--- src/rtl/delaychain_pkg.sv ---
// Shared definitions for the delay-chain sweep controller: FSM states,
// sample-latency limits and counter saturation helper.
package delaychain_pkg;

   typedef enum logic [2:0] {
      ST_IDLE   = 3'd0,
      ST_SETUP  = 3'd1,
      ST_LAUNCH = 3'd2,
      ST_WAIT   = 3'd3,
      ST_CHECK  = 3'd4,
      ST_NEXT   = 3'd5,
      ST_DONE   = 3'd6
   } state_e;

   // controller output register + chain input flop + chain output flop
   localparam int unsigned CHECK_DLY_MIN = 3;
   localparam int unsigned CHECK_DLY_MAX = 15;

   function automatic int unsigned sat_max(input int unsigned w);
      return (w >= 32) ? 32'hFFFF_FFFF : ((32'd1 << w) - 32'd1);
   endfunction

endpackage

--- src/rtl/delaychain_sweep_ctrl_if.sv ---
// Host-side control/readback bundle of the sweep controller.
// fail_chain/fail_iter exist only with DELAYCHAIN_STOP_ON_ERR_EN.
interface delaychain_sweep_ctrl_if #(
   parameter int unsigned N      = 4,
   parameter int unsigned ITER_W = 8,
   parameter int unsigned CNT_W  = 8
);
   localparam int unsigned SEL_W = (N > 1) ? $clog2(N) : 1;

   logic              start;
   logic [ITER_W-1:0] num_iter;
   logic [SEL_W-1:0]  rd_sel;
   logic [CNT_W-1:0]  rd_errcnt;
   logic              busy;
   logic              done;
   logic              fail;
`ifdef DELAYCHAIN_STOP_ON_ERR_EN
   logic [SEL_W-1:0]  fail_chain;
   logic [ITER_W-1:0] fail_iter;

   modport master (output start, num_iter, rd_sel,
                   input  rd_errcnt, busy, done, fail, fail_chain, fail_iter);
   modport slave  (input  start, num_iter, rd_sel,
                   output rd_errcnt, busy, done, fail, fail_chain, fail_iter);
`else
   modport master (output start, num_iter, rd_sel,
                   input  rd_errcnt, busy, done, fail);
   modport slave  (input  start, num_iter, rd_sel,
                   output rd_errcnt, busy, done, fail);
`endif
endinterface

--- src/rtl/delaychain_errcnt.sv ---
// Saturating per-chain mismatch counter with synchronous clear.
module delaychain_errcnt
   import delaychain_pkg::*;
#(
   parameter int unsigned CNT_W = 8
) (
   input  logic             clk,
   input  logic             rst,
   input  logic             clr,
   input  logic             inc,
   output logic [CNT_W-1:0] cnt
);
   localparam logic [CNT_W-1:0] SAT = CNT_W'(sat_max(CNT_W));

   logic [CNT_W-1:0] cnt_q, cnt_d;

   always_comb begin
      cnt_d = cnt_q;
      if (clr)
         cnt_d = '0;
      else if (inc && (cnt_q != SAT))
         cnt_d = cnt_q + CNT_W'(1);
   end

   always_ff @(posedge clk) begin
      if (rst) cnt_q <= '0;
      else     cnt_q <= cnt_d;
   end

   assign cnt = cnt_q;
endmodule

--- src/rtl/delaychain_sweep_ctrl.sv ---
// Sweeps N delay-chain instances with alternating edges and counts mismatches.
// Define DELAYCHAIN_STOP_ON_ERR_EN to abort the sweep on the first mismatch.
module delaychain_sweep_ctrl
   import delaychain_pkg::*;
#(
   parameter int unsigned N         = 4,
   parameter int unsigned ITER_W    = 8,
   parameter int unsigned CNT_W     = 8,
   parameter int unsigned CHECK_DLY = 3
) (
   input  logic                    clk,
   input  logic                    rst,
   delaychain_sweep_ctrl_if.slave  host,
   output logic [N-1:0]            din_o,
   output logic [N-1:0]            test_o,
   input  logic [N-1:0]            dout_i
);
   localparam int unsigned SEL_W = (N > 1) ? $clog2(N) : 1;
   localparam int unsigned DLY   = (CHECK_DLY < CHECK_DLY_MIN) ? CHECK_DLY_MIN :
                                   (CHECK_DLY > CHECK_DLY_MAX) ? CHECK_DLY_MAX : CHECK_DLY;
   localparam logic [SEL_W-1:0] LAST_CHAN = SEL_W'(N - 1);

   state_e            state_q, state_d;
   logic [SEL_W-1:0]  chan_q, chan_d;
   logic [ITER_W-1:0] iter_q, iter_d;
   logic [ITER_W-1:0] num_q, num_d;
   logic [3:0]        dly_q, dly_d;
   logic              exp_q, exp_d;
   logic [N-1:0]      din_q, din_d;
   logic [N-1:0]      test_q, test_d;
   logic              busy_q, busy_d;
   logic              done_q, done_d;
   logic              fail_q, fail_d;
`ifdef DELAYCHAIN_STOP_ON_ERR_EN
   logic [SEL_W-1:0]  fchain_q, fchain_d;
   logic [ITER_W-1:0] fiter_q, fiter_d;
   logic              stop_q, stop_d;
`endif

   logic              clr;
   logic [N-1:0]      inc;
   logic [CNT_W-1:0]  cnt [N];
   logic              any_err;
   logic              mism;
   logic              last;
   logic [ITER_W:0]   iter_nxt;
   logic [CNT_W-1:0]  rd_errcnt;

   for (genvar g = 0; g < N; g++) begin : g_cnt
      delaychain_errcnt #(.CNT_W(CNT_W)) u_errcnt (
         .clk (clk),
         .rst (rst),
         .clr (clr),
         .inc (inc[g]),
         .cnt (cnt[g])
      );
   end

   always_comb begin
      any_err = 1'b0;
      for (int unsigned i = 0; i < N; i++)
         if (cnt[i] != '0) any_err = 1'b1;
   end

   always_comb begin
      rd_errcnt = '0;
      for (int unsigned i = 0; i < N; i++)
         if (host.rd_sel == SEL_W'(i)) rd_errcnt = cnt[i];
   end

   assign mism = dout_i[chan_q] ^ exp_q;

   always_comb begin
      state_d  = state_q;
      chan_d   = chan_q;
      iter_d   = iter_q;
      num_d    = num_q;
      dly_d    = dly_q;
      exp_d    = exp_q;
      din_d    = din_q;
      test_d   = test_q;
      fail_d   = fail_q;
      clr      = 1'b0;
      inc      = '0;
      iter_nxt = {1'b0, iter_q} + (ITER_W+1)'(1);
`ifdef DELAYCHAIN_STOP_ON_ERR_EN
      fchain_d = fchain_q;
      fiter_d  = fiter_q;
      stop_d   = stop_q;
      last     = (chan_q == LAST_CHAN) || stop_q;
`else
      last     = (chan_q == LAST_CHAN);
`endif

      unique case (state_q)
         ST_IDLE: begin
            if (host.start) begin
               num_d   = host.num_iter;
               clr     = 1'b1;
               fail_d  = 1'b0;
               chan_d  = '0;
               iter_d  = '0;
               dly_d   = '0;
`ifdef DELAYCHAIN_STOP_ON_ERR_EN
               fchain_d = '0;
               fiter_d  = '0;
               stop_d   = 1'b0;
`endif
               state_d = ST_SETUP;
            end
         end
         ST_SETUP: begin
            test_d         = '0;
            test_d[chan_q] = 1'b1;
            din_d          = '0;
            if (dly_q == 4'(DLY - 1)) begin
               dly_d   = '0;
               state_d = (num_q == '0) ? ST_NEXT : ST_LAUNCH;
            end else begin
               dly_d = dly_q + 4'd1;
            end
         end
         ST_LAUNCH: begin
            din_d[chan_q] = ~din_q[chan_q];
            exp_d         = ~din_q[chan_q];
            dly_d         = '0;
            state_d       = ST_WAIT;
         end
         // LAUNCH plus DLY-1 WAIT cycles places CHECK at launch + DLY
         ST_WAIT: begin
            if (dly_q == 4'(DLY - 2)) begin
               dly_d   = '0;
               state_d = ST_CHECK;
            end else begin
               dly_d = dly_q + 4'd1;
            end
         end
         ST_CHECK: begin
            inc[chan_q] = mism;
            iter_d      = iter_nxt[ITER_W-1:0];
            state_d     = (iter_nxt < {1'b0, num_q}) ? ST_LAUNCH : ST_NEXT;
`ifdef DELAYCHAIN_STOP_ON_ERR_EN
            if (mism) begin
               fchain_d = chan_q;
               fiter_d  = iter_q;
               stop_d   = 1'b1;
               state_d  = ST_NEXT;
            end
`endif
         end
         ST_NEXT: begin
            din_d  = '0;
            test_d = '0;
            iter_d = '0;
            if (last) begin
               fail_d  = any_err;
               state_d = ST_DONE;
            end else begin
               chan_d  = chan_q + SEL_W'(1);
               state_d = ST_SETUP;
            end
         end
         ST_DONE: state_d = ST_IDLE;
         default: state_d = ST_IDLE;
      endcase

      busy_d = (state_d != ST_IDLE) && (state_d != ST_DONE);
      done_d = (state_d == ST_DONE);
   end

   always_ff @(posedge clk) begin
      if (rst) begin
         state_q  <= ST_IDLE;
         chan_q   <= '0;
         iter_q   <= '0;
         num_q    <= '0;
         dly_q    <= '0;
         exp_q    <= 1'b0;
         din_q    <= '0;
         test_q   <= '0;
         busy_q   <= 1'b0;
         done_q   <= 1'b0;
         fail_q   <= 1'b0;
`ifdef DELAYCHAIN_STOP_ON_ERR_EN
         fchain_q <= '0;
         fiter_q  <= '0;
         stop_q   <= 1'b0;
`endif
      end else begin
         state_q  <= state_d;
         chan_q   <= chan_d;
         iter_q   <= iter_d;
         num_q    <= num_d;
         dly_q    <= dly_d;
         exp_q    <= exp_d;
         din_q    <= din_d;
         test_q   <= test_d;
         busy_q   <= busy_d;
         done_q   <= done_d;
         fail_q   <= fail_d;
`ifdef DELAYCHAIN_STOP_ON_ERR_EN
         fchain_q <= fchain_d;
         fiter_q  <= fiter_d;
         stop_q   <= stop_d;
`endif
      end
   end

   assign din_o          = din_q;
   assign test_o         = test_q;
   assign host.busy      = busy_q;
   assign host.done      = done_q;
   assign host.fail      = fail_q;
   assign host.rd_errcnt = rd_errcnt;
`ifdef DELAYCHAIN_STOP_ON_ERR_EN
   assign host.fail_chain = fchain_q;
   assign host.fail_iter  = fiter_q;
`endif
endmodule

--- src/flat_wrapper.sv ---
// flat-port wrapper written by rule: the top's interface ports become plain ports
module delaychain_sweep_ctrl_flat import delaychain_pkg::*;
#(
   parameter int unsigned N         = 4,
   parameter int unsigned ITER_W    = 8,
   parameter int unsigned CNT_W     = 8,
   parameter int unsigned CHECK_DLY = 3
)
  (clk, rst, din_o, test_o, dout_i, host_start, host_num_iter, host_rd_sel, host_rd_errcnt, host_busy, host_done, host_fail);
  delaychain_sweep_ctrl_if #(.N(N), .ITER_W(ITER_W), .CNT_W(CNT_W)) host_i ();
  input  logic clk;
  input  logic rst;
  output logic [N-1:0] din_o;
  output logic [N-1:0] test_o;
  input  logic [N-1:0] dout_i;
  input wire logic [$bits(host_i.start)-1:0] host_start;
  input wire logic [$bits(host_i.num_iter)-1:0] host_num_iter;
  input wire logic [$bits(host_i.rd_sel)-1:0] host_rd_sel;
  output wire logic [$bits(host_i.rd_errcnt)-1:0] host_rd_errcnt;
  output wire logic [$bits(host_i.busy)-1:0] host_busy;
  output wire logic [$bits(host_i.done)-1:0] host_done;
  output wire logic [$bits(host_i.fail)-1:0] host_fail;
  assign host_i.start = host_start;
  assign host_i.num_iter = host_num_iter;
  assign host_i.rd_sel = host_rd_sel;
  assign host_rd_errcnt = host_i.rd_errcnt;
  assign host_busy = host_i.busy;
  assign host_done = host_i.done;
  assign host_fail = host_i.fail;
  delaychain_sweep_ctrl #(.N(N), .ITER_W(ITER_W), .CNT_W(CNT_W), .CHECK_DLY(CHECK_DLY)) u_core (.clk(clk), .rst(rst), .host(host_i), .din_o(din_o), .test_o(test_o), .dout_i(dout_i));
endmodule
--- config.mk ---
export PLATFORM = sky130hd
export DESIGN_NAME = delaychain_sweep_ctrl_flat
export DESIGN_NICKNAME = d
export VERILOG_FILES = /design/src/rtl/delaychain_pkg.sv /design/src/rtl/delaychain_sweep_ctrl_if.sv /design/src/rtl/delaychain_errcnt.sv /design/src/rtl/delaychain_sweep_ctrl.sv /design/src/flat_wrapper.sv
export SDC_FILE = /design/constraint.sdc
export NUM_CORES = 1
export LEC_CHECK = 0
export ABC_AREA = 1
export BUFFER_PORTS_ARGS = -buffer_cell sky130_fd_sc_hd__buf_2
export CORE_UTILIZATION = 55
export DETAILED_ROUTE_END_ITERATION = 12
export GPL_TIMING_DRIVEN = 0
export PLACE_DENSITY = 0.75
export SLEW_MARGIN = 30
export SYNTH_ARGS = -nofsm -noshare
export SYNTH_HDL_FRONTEND = slang
export SYNTH_SLANG_ARGS = --single-unit
export TNS_END_PERCENT = 5
--- constraint.sdc ---
create_clock -name clk -period 2.75 [get_ports clk]
set_input_delay 0 -clock clk [delete_from_list [all_inputs] [get_ports clk]]
set_output_delay 0 -clock clk [all_outputs]
set_load 0.005 [all_outputs]
==> reports/qor.txt <==
TritonCTS Sinks -> 69
Final Skew -> 0.0124 ns
worst r2r src -> u_core.iter_q[0]$_SDFFE_PP0P_
Clock Path Buffers -> 2
DRT iter0 DRCs -> 223
CTS tree -> yes
largest net degree at the start of global routing -> 12
Critical Path Start -> u_core.iter_q[0]$_SDFFE_PP0P_
FF+latch count, synth -> 69
# setup viols final -> 0
Reg clk slew, reported paths -> 0.08 ns
Synth Instances -> 588
DRC viols -> 0
ys flop type -> dfxtp_1
Setup crit start kind -> register
Max Cap Viol -> 0
sequential share of power -> 49.7%
dpl hpwl -> 7380 um
Die H -> 87.5 um
Root Driver -> clkbuf_8
Starting Density -> 58.0%
CTS buffer count -> 9
max-slew violation count -> 0
top cell type's share of synthesized area -> 34.3%
hold wc startpoint -> rst
fraction of power consumed by the clock network -> 40.1%
vias in the first global route -> 3648
RePlAce Congestion -> 0.882
crit share post-route -> 86.9%
die area -> 7660 sq um
drt first pass iters -> 5
reg2reg end -> u_core.host.busy$_SDFF_PP0_
Resized cells post-CTS -> 0
layout cells sized above 1 -> 11.6%
via density per instance -> 5.49
Fin Setup TNS -> 0 ns
sw frac -> 26.3%
P&R area growth vs syn -> 14.1%
Worst-Skew Late Latency -> 0.35 ns
Worst setup endpoint -> u_core.host.busy$_SDFF_PP0_
setup bufs post-CTS -> 0
CP max stage delay -> 0.39 ns
CP max-delay cell -> dfxtp_1
Placeable Area -> 6940 sq um
most frequent cell after synthesis -> nand2_1
GRT overflow -> 0
power share of the combinational group -> 10.2%
RSZ-0062 raised after global routing -> false
register area share after synthesis -> 34.3%
CTS Hold Buffers Added -> 8
via count -> 4080
gr usage total -> 28.0%
EDFF count, synth -> 0
final WL -> 10100 um
Final min period -> 2.39 ns
Place WS -> 0.413 ns
Post-synth ARST share -> 0%
port bufs -> 35
LEAKAGE -> 1.97 nW
Synth area leaders -> dfxtp_1 34%, nand2_1 13%, a21oi_1 8.1%
Critical Path Fanout Max -> 5
Worst Setup Slack, final -> 0.362 ns
Site Rows -> 30
Net Switching -> 0.548 mW
CP endpoint kind -> register
boundary pin count -> 36
# diodes -> 0
Max Freq -> 419 MHz
Mapped Area -> 4030 sq um
final hold vios -> 0
Fill cells -> 657
Post-DRT Antenna Nets -> 0
syn_area_per_cell -> 6.85 sq um
Synth area leader -> dfxtp_1
YS warnings -> 0
crit-path cells -> nand3_1 -> nor2_1 -> nand4_1 -> or2_2 -> and2_1 -> ha_1 -> nand2_1 -> nand2_1 -> nor2_1 -> nand2_1 -> nand2_1 -> nand2_1 -> nor2_1 -> nand2_1 -> nand2_1
Power Dens Cells -> 453 nW/um^2
H-tree Lvls -> 3
antenna violations before repair -> 0
R2R depth -> 15
CP arrival -> 2.68 ns
Worst EP required -> 3.05 ns
Worst-Margin Slew -> 0.536 ns
flop-to-flop setup slack -> 0.36 ns
kind of critical path -> reg2reg
Routed WL per cell -> 13.6 um
Syn Nets -> 625
synth unique cells -> 35
worst hold-check path type -> in2reg
first-pass GRT wire length -> 16700 um
Internal -> 1.53 mW
status -> finished clean
CP dominant cell by count -> nand2_1
nets@finish -> 679
Die W -> 87.5 um
Worst VDD drop -> 344 uV
max_slew headroom -> 63.9%
synth cell count leaders -> 140 x nand2_1, 69 x dfxtp_1, 67 x inv_1
-- worst max-delay path: cells and delay by family, from the launching register on --
kind                     cells  cell delay, ns
adder cells (fa/ha/maj)      1            0.28
flip-flops                   1            0.39
AND/OR/NAND/NOR             14            1.64
-- cell type report --
type | count | area [sq um] | share of cell area, %
multi-input combinational | 436 | 2310 | 50.4
sequential | 69 | 1380 | 30.1
clock inverter | 4 | 47.5 | 1.04
timing repair buffer | 43 | 255 | 5.56
clock buffer | 12 | 145 | 3.16
tap | 96 | 120 | 2.62
buffer | 11 | 58.8 | 1.28
inverter | 72 | 270 | 5.88
-- state kept, by name, indices dropped and copies added (netlist names), 2 cells and up --
name                       flops
u_core.g_cnt.u_errcnt.cnt     32
u_core.iter_q                  8
u_core.num_q                   8
u_core.din_o                   4
u_core.dly_q                   4
u_core.test_o                  4
u_core.state_q                 3
u_core.chan_q                  2
-- layer usage --
layer / global-route usage (%) / vias to the layer above / wire (um)
met2: 48.4 / 144 / 4890
met3: 4.71 / 30 / 608
met4: 11.2 / 0 / 228
li1: - / 2057 / -
met1: 34.7 / 1849 / 4370
met5: 0 / - / 0
-- how the worst min path moves through the flow --
| stage | end | slack, ns | depth (start not counted) |
|---|---|---|---|
| detailed placement | u_core.num_q[0]$_SDFFE_PP0P_ | 0.24 | 3 |
| CTS | u_core.g_cnt[2].u_errcnt.cnt[6]$_SDFFE_PP0P_ | 0.00004 | 4 |
| floorplan | u_core.num_q[0]$_SDFFE_PP0P_ | 0.13 | 2 |
| global placement | u_core.num_q[0]$_SDFFE_PP0P_ | 0.22 | 3 |
| finish | u_core.g_cnt[2].u_errcnt.cnt[6]$_SDFFE_PP0P_ | 0.007 | 4 |
| global route | u_core.g_cnt[3].u_errcnt.cnt[6]$_SDFFE_PP0P_ | 0.02 | 4 |
-- logic make-up (layout without fill, tap and decap cells) --
logic type      count (synthesis)  after routing  synth area share, %
simple gates                  282            282                 30.9
buf+inv                        83            142                 8.17
xor+xnor                       25             25                 5.91
flops                          69             69                 34.3
fa+ha+maj                      20             20                 6.22
compound gates                109            109                 14.5
-- cell usage in the layout (no fill, tap or decap), types with 3 or more instances in the layout --
master	n
nand3_1	45
dfxtp_1	69
inv_1	67
a21oi_1	65
a22oi_1	5
xnor2_1	3
buf_2	40
xor2_1	21
dlygate4sd3_1	8
nand2_1	140
ha_1	20
buf_4	3
inv_2	4
nand4_1	20
clkbuf_1	5
clkbuf_8	10
nor2_2	5
o21ai_0	27
nor2_1	52
o22ai_1	4
nand3_2	3
nor3_1	10
-- power groups by stage --
stage	Clock (mW)	Sequential [mW]	Combinational, mW
after CTS	0.837	1.04	0.208
after global placement	0	1.06	0.196
after floorplan	0	1.06	0.136
final	0.834	1.04	0.212
after detailed placement	0	1.06	0.198
after global routing	0.884	1.04	0.236
-- metrics by stage --
step                      utilization (%)  power (mW)  area, sq um  std cells  hold slack, ns
final                                66.1        2.08         4590        743         0.00709
after detailed placement             62.2        1.26         4320        719           0.235
after CTS                            66.1        2.08         4590        743       0.0000369
after floorplan                         -        1.19         4030        588           0.135
after global routing                 66.1        2.16         4590        743          0.0192
after global placement               62.2        1.25         4320        719           0.225
Power figures use the tool's default switching activity.
